==> src/rtl/crtc.sv <==
// crtc: MC6845-compatible CRT controller producing character-cell timing for the EG2000 video path.
// Define CRTC_BLINK_EN to add the 5-bit field counter that drives cursor blink modes.
module crtc #(
  parameter int HC_W = 8,
  parameter int MA_W = 14
) (
  input  logic            clock,
  input  logic            reset,
  input  logic            cep,
  input  logic            cs,
  input  logic            rs,
  input  logic            wr,
  input  logic            rd,
  input  logic [7:0]      d,
  output logic [7:0]      q,
  output logic            hsync,
  output logic            vsync,
  output logic            de,
  output logic            cursor,
  output logic [MA_W-1:0] vma,
  output logic [2:0]      vra
);
  logic [4:0] addrReg;
  logic [7:0] r0, r1, r2, r3, r13, r15;
  logic [6:0] r4, r6, r7, r10;
  logic [4:0] r5, r9, r11;
  logic [5:0] r12, r14;

  // CPU access: rs=0 loads the index, rs=1 writes the indexed register.
  // Valid/ready does not apply here: each wr pulse is one complete access.
  always_ff @(posedge clock) begin
    if (reset) begin
      addrReg <= '0;
      r0 <= '0; r1 <= '0; r2 <= '0; r3 <= '0; r4 <= '0; r5 <= '0;
      r6 <= '0; r7 <= '0; r9 <= '0; r10 <= '0; r11 <= '0; r12 <= '0;
      r13 <= '0; r14 <= '0; r15 <= '0;
    end else if (cs && wr) begin
      if (!rs) begin
        addrReg <= d[4:0];
      end else begin
        case (addrReg)
          5'd0:  r0  <= d;
          5'd1:  r1  <= d;
          5'd2:  r2  <= d;
          5'd3:  r3  <= d;
          5'd4:  r4  <= d[6:0];
          5'd5:  r5  <= d[4:0];
          5'd6:  r6  <= d[6:0];
          5'd7:  r7  <= d[6:0];
          5'd9:  r9  <= d[4:0];
          5'd10: r10 <= d[6:0];
          5'd11: r11 <= d[4:0];
          5'd12: r12 <= d[5:0];
          5'd13: r13 <= d;
          5'd14: r14 <= d[5:0];
          5'd15: r15 <= d;
          default: ;
        endcase
      end
    end
  end

  assign q = (cs && rd && rs && addrReg == 5'd14) ? {2'b00, r14} :
             (cs && rd && rs && addrReg == 5'd15) ? r15 : 8'h00;

  logic [HC_W-1:0] hTotal, hDisp, hsPos;
  logic [3:0]      hsWidth;
  logic [4:0]      vsWidth;
  logic [MA_W-1:0] startAddr, curAddr;

  assign hTotal    = HC_W'(r0);
  assign hDisp     = HC_W'(r1);
  assign hsPos     = HC_W'(r2);
  assign hsWidth   = r3[3:0];
  assign vsWidth   = {r3[7:4] == 4'd0, r3[7:4]};
  assign startAddr = MA_W'({r12, r13});
  assign curAddr   = MA_W'({r14, r15});

  logic [HC_W-1:0] hc;
  logic [4:0]      rc;
  logic [6:0]      vc;
  logic            inAdj;
  logic [MA_W-1:0] ls, addr;
  logic [3:0]      hsLeft;
  logic [4:0]      vsLeft;
`ifdef CRTC_BLINK_EN
  logic [4:0]      field;
`endif

  logic eol, rowEnd, adjStart, frameEnd, lsLoad, hsStart, vsStart, deNow, curNow, modeGate;
  logic [MA_W-1:0] lsNext;

  always_comb begin
    eol      = hc == hTotal;
    rowEnd   = eol && !inAdj && rc == r9;
    adjStart = rowEnd && vc == r4 && r5 != 5'd0;
    frameEnd = (rowEnd && vc == r4 && r5 == 5'd0) ||
               (eol && inAdj && rc == r5 - 5'd1);
    lsLoad   = hc == hDisp && rc == r9;
    lsNext   = frameEnd ? startAddr : (lsLoad ? addr : ls);
    hsStart  = hc == hsPos;
    vsStart  = hc == '0 && rc == 5'd0 && vc == r7 && !inAdj;
    deNow    = hc < hDisp && vc < r6 && !inAdj;
`ifdef CRTC_BLINK_EN
    case (r10[6:5])
      2'b00:   modeGate = 1'b1;
      2'b01:   modeGate = 1'b0;
      2'b10:   modeGate = field[3];
      default: modeGate = field[4];
    endcase
`else
    modeGate = r10[6:5] != 2'b01;
`endif
    curNow   = deNow && addr == curAddr && rc >= r10[4:0] && rc <= r11 && modeGate;
  end

  // Outputs register the decode of the current position, so they trail the counters by one cep.
  always_ff @(posedge clock) begin
    if (reset) begin
      hc <= '0; rc <= '0; vc <= '0; inAdj <= 1'b0;
      ls <= '0; addr <= '0; hsLeft <= '0; vsLeft <= '0;
`ifdef CRTC_BLINK_EN
      field <= '0;
`endif
      hsync <= 1'b0; vsync <= 1'b0; de <= 1'b0; cursor <= 1'b0;
      vma <= '0; vra <= '0;
    end else if (cep) begin
      hc   <= eol ? '0 : hc + HC_W'(1);
      ls   <= lsNext;
      addr <= eol ? lsNext : addr + MA_W'(1);
      if (frameEnd) begin
        rc <= '0; vc <= '0; inAdj <= 1'b0;
`ifdef CRTC_BLINK_EN
        field <= field + 5'd1;
`endif
      end else if (adjStart) begin
        rc <= '0; inAdj <= 1'b1;
      end else if (rowEnd) begin
        rc <= '0; vc <= vc + 7'd1;
      end else if (eol) begin
        rc <= rc + 5'd1;
      end
      if (hsStart)
        hsLeft <= (hsWidth == 4'd0) ? 4'd0 : hsWidth - 4'd1;
      else if (hsLeft != 4'd0)
        hsLeft <= hsLeft - 4'd1;
      // vsLeft counts remaining whole lines; it drops at each end-of-line.
      if (vsStart)
        vsLeft <= eol ? vsWidth - 5'd1 : vsWidth;
      else if (eol && vsLeft != 5'd0)
        vsLeft <= vsLeft - 5'd1;
      hsync  <= (hsStart && hsWidth != 4'd0) || hsLeft != 4'd0;
      vsync  <= vsStart || vsLeft != 5'd0;
      de     <= deNow;
      cursor <= curNow;
      vma    <= addr;
      vra    <= rc[2:0];
    end
  end
endmodule

==> config.mk <==
export PLATFORM = sky130hd
export DESIGN_NAME = crtc
export DESIGN_NICKNAME = d
export VERILOG_FILES = /design/src/rtl/crtc.sv
export SDC_FILE = /design/constraint.sdc
export NUM_CORES = 1
export LEC_CHECK = 0
export CORE_MARGIN = 8
export CORE_UTILIZATION = 50
export CTS_BUF_LIST = sky130_fd_sc_hd__clkbuf_16
export CTS_CLUSTER_DIAMETER = 40
export DETAILED_ROUTE_END_ITERATION = 10
export PLACE_DENSITY = 0.73
export RECOVER_POWER = 50
export SLEW_MARGIN = 20
export SYNTH_ARGS = -nofsm -noshare
export SYNTH_HDL_FRONTEND = slang
export SYNTH_SLANG_ARGS = --single-unit
==> constraint.sdc <==
create_clock -name clock -period 3.4 [get_ports clock]
set_clock_uncertainty 0.2 [all_clocks]
set_input_delay 0.34 -clock clock [delete_from_list [all_inputs] [get_ports clock]]
set_output_delay 0.34 -clock clock [all_outputs]
set_load 0.05 [all_outputs]
## Yosys cells after proc, flatten, opt, wreduce, memory -nomap -nowiden

Index checks and enable logic that the tools add are counted.

| cells by class | value |
|---|---|
| order comparisons | 4 |
| shift-type cells | 0 |
| mux-type cells | 21 |
| bitwise operators | 1 |
| multiply operators | 0 |
| reductions and logical operators | 64 |
| divide/modulo/power cells | 0 |
| equal/unequal tests | 24 |
| add/sub/neg operators | 9 |

Operators with widths:

| kind | count |
|---|---|
| 3-bit AND reduction | 16 |
| 14-bit 2-to-1 mux | 3 |
| 5-bit by 4-bit == test with 1-bit output (second input constant) | 7 |
| 5-bit 2-to-1 mux | 7 |
| 8-bit == test | 3 |
| 1-bit logical AND | 24 |
| 8-bit 2-to-1 mux | 3 |
| 7-bit 2-to-1 mux | 3 |
| 5-bit by 3-bit == test with 1-bit output (second input constant) | 4 |
| 5-bit zero test | 3 |
| 5-bit by 1-bit subtractor with 5-bit output (second input constant) | 3 |
| 14-bit by 1-bit adder with 14-bit output (second input constant) | 1 |
| 14-bit == test | 1 |
| 7-bit == test | 2 |
| 4-bit 2-to-1 mux | 3 |
| 4-bit nonzero test | 3 |
| 5-bit by 2-bit == test with 1-bit output (second input constant) | 2 |
| 5-bit == test | 2 |
| 2-bit AND reduction | 5 |
| 5-bit nonzero test | 2 |
| 8-bit by 1-bit adder with 8-bit output (second input constant) | 1 |
| 4-bit zero test | 2 |
| 8-bit zero test | 1 |
| 8-bit less-than comparator | 1 |
| other kinds (13) | 21 |

| storage, ports and cells | value |
|---|---|
| flip-flop bits (word level) | 187 |
| bits in latches | 0 |
| word-level logic and storage cells | 153 |
| memory bits (read-only) | 0 |
| memories | 0 |
| input bits | 15 |
| RAM bits | 0 |

## Longest topological paths before layout

| depth | value |
|---|---|
| word-level depth | 8 |
| mapped depth | 11 |
| mapped depth without buffers | 8 |

## Worst setup path after synthesis

No wires, ideal clock.

| timing | value |
|---|---|
| path kind | register to register |
| start point | reg hc[0] |
| end point | reg ls[4] |
| data arrival time | 2.240 ns |
| path slack | 0.832 ns |
| library setup time | 0.128 ns |
| cell stages (with the launch flop) | 11 |
| path buffers | 2 |
| path through | dfxtp_1 -> clkbuf_1 -> inv_1 -> ha_1 -> nand4_1 -> nor2_1 -> nand3_1 -> clkbuf_1 -> a22o_1 -> a222oi_1 -> nor2_1 |

| on the way | value |
|---|---|
| longest elaborated chain between the ends | 7 |
| elaborated cells between the ends (all ways) | 12 |

RTL lines:

| element | RTL line | RTL |
|---|---|---|
| start, declared | 79 | `logic [HC_W-1:0] hc;` |
| start signal, assigned | 128 | `hc <= eol ? '0 : hc + HC_W'(1);` |
| 8-bit == test | 94 | `eol = hc == hTotal;` |
| 1-bit logical AND (2 in series) | 95 | `rowEnd = eol && !inAdj && rc == r9;` |
| 1-bit logical AND (2 in series) | 97 | `frameEnd = (rowEnd && vc == r4 && r5 == 5'd0) \|\|` |
| 1-bit logical OR | 97 |  |
| 14-bit 2-to-1 mux * | 100 | `lsNext = frameEnd ? startAddr : (lsLoad ? addr : ls);` |
| end signal, assigned | 129 | `ls <= lsNext;` |
| end, declared | 83 | `logic [MA_W-1:0] ls, addr;` |

Every way passes the cells marked *; elsewhere a longest branch is shown, timed or not.
A chain may end at the register's enable or synchronous reset.

## Worst setup path after layout

| timing | value |
|---|---|
| start point | reg r5[0] |
| end point | reg vc[5] |

| on the way | value |
|---|---|
| longest elaborated chain between the ends | 6 |
| elaborated cells between the ends (all ways) | 12 |

RTL lines:

| element | RTL line | RTL |
|---|---|---|
| start, declared | 26 | `logic [4:0] r5, r9, r11;` |
| start signal, assigned | 47 | `5'd5: r5 <= d[4:0];` |
| 5-bit by 1-bit subtractor with 5-bit output | 98 | `(eol && inAdj && rc == r5 - 5'd1);` |
| 5-bit == test | 98 |  |
| 1-bit logical AND | 98 |  |
| 1-bit logical OR | 97 |  |
| 2-bit by 1-bit inequality test with 1-bit output (no source line) or 2-bit nonzero test (tied branches) | - |  |
| 3-bit AND reduction (no source line) | - |  |
| end signal, assigned | 120 | `hc <= '0; rc <= '0; vc <= '0; inAdj <= 1'b0;` |
| end signal, assigned | 132 | `rc <= '0; vc <= '0; inAdj <= 1'b0;` |
| end signal, assigned | 139 | `rc <= '0; vc <= vc + 7'd1;` |
| end, declared | 81 | `logic [6:0] vc;` |

Several ways; a longest one is shown, not always the timed one.

==> metrics.txt <==
setup repair bufs after CTS=0; setup repair after global routing missed its margin=no; area enclosed by the die boundary=between 20,000 and 25,000 µm²; Levels on crit path=8; Hold-fix buffers, CTS=0; chip height=roughly 150 µm; Critical Setup Path Class=reg2reg; logic gate share of total power=between 10% and 20%; maximum number of pins on one net before global-route repair=99; Crit. End Element=register; biggest area consumer among synthesized cells=sky130_fd_sc_hd__dfxtp_1; clock latency at the later pin of the worst-skew pair=430 ps; number of optimization iterations in the first detailed-route pass=6; synthesized flop and latch total=between 150 and 200; prevailing post-synth register cell=sky130_fd_sc_hd__dfxtp_1; Arr. time, crit path=slightly above 3000 ps; part of the power in registers=around 45%; Synth area leaders=sky130_fd_sc_hd__dfxtp_1, sky130_fd_sc_hd__mux2i_1, sky130_fd_sc_hd__nor2_1, sky130_fd_sc_hd__ha_1, sky130_fd_sc_hd__xnor2_1; number of diodes added for antenna fixing=0; routability-driven placement congestion ratio=0.8509; vias per std cell=5.972; number of antenna violations at the first check in global routing=0; Yosys warning count=0; Slew Viols, Final=roughly 100; post-synthesis async set-or-reset flop share=0%; via count of the first global-routing pass=7,441; standby leakage power=4.256 nW; min-delay worst type=in2reg; depth of the worst register-to-register path=8; share of the core filled with cells=57.42%; count of nets after finishing=1,146; GR Overflow Total=0; Critical path origin=r5[0]; Worst R2R Start=r5[0]; achievable frequency=between 0.3 and 0.4 GHz; Clock Power Share=38.0%; startpoint kind of the worst setup timing path=register; Crit path buffers/inverters=1; first-pass GRT wire length=a little over 40,000 µm; total number of placement rows=50; post-route antenna net violation count=0; maximum buffer depth of the clock tree=2; Worst slew margin=-35.79%; HPWL after detailed placement=about 17,000 µm; TritonCTS clock tree=yes; switching fraction of total power=between 20% and 30%; die width=about 150 µm; Filler Cells Inserted=between 1.5k and 2k; global routing usage summed across all routing layers=21.53%; starting density of the core=51.24%; leading cell type in the layout, fill and taps excluded=sky130_fd_sc_hd__dfxtp_1; number of enable-type register cells in the synthesized netlist=0; Syn Inst Count=roughly 1.1k; TritonCTS sink count=187; detailed router's first-iteration violation count=855; minimum period implied by the final worst setup slack=2873 ps; Unique masters post-synth=between 60 and 70; Critical Path RT=3560 ps; peak supply drop=about 0.38 mV; Via Count=approximately 8.0k; Psw=roughly 1.5 mW; IO Port Bufs=between 40 and 50; pre-CTS worst setup slack=between 500 and 600 ps; Cell Chain, Critical Path=inv_1 -> ha_1 -> xor2_1 -> nand3_1 -> nor4_4 -> o221ai_2 -> or4_1 -> a21oi_1; violations in the final reports=capacitance limit, slew limit; portion of synthesized cell area occupied by the leading cell type=between 30 and 40%; leading cell types in the layout, fill and taps excluded=sky130_fd_sc_hd__dfxtp_1, sky130_fd_sc_hd__nor2_1, sky130_fd_sc_hd__mux2i_1, sky130_fd_sc_hd__nand2_1, sky130_fd_sc_hd__a21oi_1; setup-violating endpoint count in the final report=0; IO Count=between 40 and 50; CP peak stage delay=560 ps; cell at the root of the clock tree=sky130_fd_sc_hd__clkbuf_16; clock slew seen by the registers of the worst setup and hold paths=around 70 ps; synthesized netlist net count=approximately 1.1k; final worst-path setup slack=526.5 ps; Final Hold Fails=0; Int Pwr=3.597 mW; Hold Worst Slack=roughly 160 ps; Clock H-tree levels=4; average cell area after synthesis=between 8 and 9 µm²; WL/cell=18.85 µm; kind of cell with the highest combined delay on the critical path=simple AND/OR/NAND/NOR gates; portion of the post-synthesis area used by sequential elements=approximately 40%; PnR Total Power=around 5.1 mW; Critical Path End=vc[5]; area of the core=18,770 µm²; setup_tns=0 ps; final critical-path share of the clock period=84.51%; share of final-layout standard cells stronger than drive strength 1=about 7.3%; signed area change from the synthesized netlist to the final layout=12.06%; number of remaining DRC errors=0; library cell contributing the largest single delay on the critical path=sky130_fd_sc_hd__nor4_4; Crit Path Max Fanout=14; number of resized instances in the post-cts repair step=0; result of the run=finished, violations left; final wirelength=around 25,000 µm; pwr dens=roughly 470 nW/µm²; Slew @ Worst Pin=between 2000 and 2500 ps; combined area of all synthesized cells=between 9000 and 10,000 µm²; endpoint of the worst register-to-register path=vc[5]; number of buffers inserted during clock tree synthesis=17; Max-Cap Viols=1; setup slack of the worst register-to-register path=~530 ps
## stage by stage
| stage | instances | cell area, µm² |
|---|---|---|
| final | 1341 | 10780 |
| after global routing | 1341 | 10780 |
| after CTS | 1341 | 10810 |
| after detailed placement | 1310 | 10250 |
| after global placement | 1310 | 10250 |
| after floorplan | 1093 | 9617 |
## layer usage
layer | GRT usage, % | wire, µm | share of wire [%] | vias up
met4 | 6.440 | 383 | 1.5 | 0
met3 | 4.653 | 1588 | 6.3 | 27
met5 | 0 | 0 | 0 | -
met2 | 33.61 | 11490 | 45 | 266
li1 | - | - | - | 3864
met1 | 29.21 | 11820 | 47 | 3851
## cell type report
class	count	area, µm²	area share [%]
clock inverters	14	130.1	1.207
inverters	41	153.9	1.428
repair buffers	61	626.9	5.817
clock buffers	17	425.4	3.948
multi-input cells	787	5404	50.15
flip-flops and latches	187	3744	34.74
well taps	234	292.8	2.717
## power by group through the flow
stage | registers (mW) | clock network, mW | logic [mW]
2_1_floorplan | 2.33 | 0 | 0.615
3_3_place_gp | 2.34 | 0 | 0.837
3_5_place_dp | 2.34 | 0 | 0.844
4_1_cts | 2.29 | 1.95 | 0.850
5_1_grt | 2.30 | 2.07 | 0.930
6_report | 2.29 | 1.93 | 0.858
## synth_stat cells (all sizes together) (3+ instances only)
cell type,n
a21oi,49
a21o,3
nand2,65
a22o,20
nand2b,6
a222oi,10
mux2,15
nand3b,3
nand4,21
nor2b,6
a22oi,8
a31oi,13
nand3,48
or3b,4
clkbuf,60
and4,6
o22ai,7
or3,7
and3,6
o31ai,4
nor4,10
xor2,23
o2111ai,3
nor3b,3
xnor2,45
nor2,160
o21a,3
or4,4
nor3,21
o211ai,5
ha,36
buf,18
mux2i,120
dfxtp,187
and2,3
o21ai,24
o32ai,4
inv,41
## flip-flops by register name (all words and copies together), names as in the netlist, 8 cells and up
name	count
addr	14
hDisp	8
hTotal	8
hc	8
hsPos	8
ls	14
r13	8
r15	8
r3	8
vma	14
## logic make-up after synthesis
group                      share of synthesized area (%)
adders and majority gates                          4.684
buffers and inverters                              4.814
DFF                                                38.93
xor gates and xnor gates                           6.271
and+or+nand+nor                                    19.27
muxes                                              14.25
AOI/OAI and AO/OA                                  11.79
## worst min-delay path by stage
| stage | from | end | slack (ps) | cells after the start |
|---|---|---|---|---|
| after floorplan | r12[2] | r12[2] | 240 | 2 |
| after global placement | r13[5] | r13[5] | 250 | 2 |
| after detailed placement | r12[3] | r12[3] | 250 | 2 |
| after CTS | cep | de | 130 | 4 |
| after global routing | reset | vra[1] | 180 | 2 |
| final | reset | vma[12] | 160 | 2 |
## worst reg2reg max path, cell delays in order (launching register included)
cell	delay [ps]
sky130_fd_sc_hd__dfxtp_1	380
sky130_fd_sc_hd__inv_1	60
sky130_fd_sc_hd__ha_1	300
sky130_fd_sc_hd__xor2_1	140
sky130_fd_sc_hd__nand3_1	140
sky130_fd_sc_hd__nor4_4	560
sky130_fd_sc_hd__o221ai_2	330
sky130_fd_sc_hd__or4_1	540
sky130_fd_sc_hd__a21oi_1	150
Note: power is estimated with default switching activity, not from simulation.
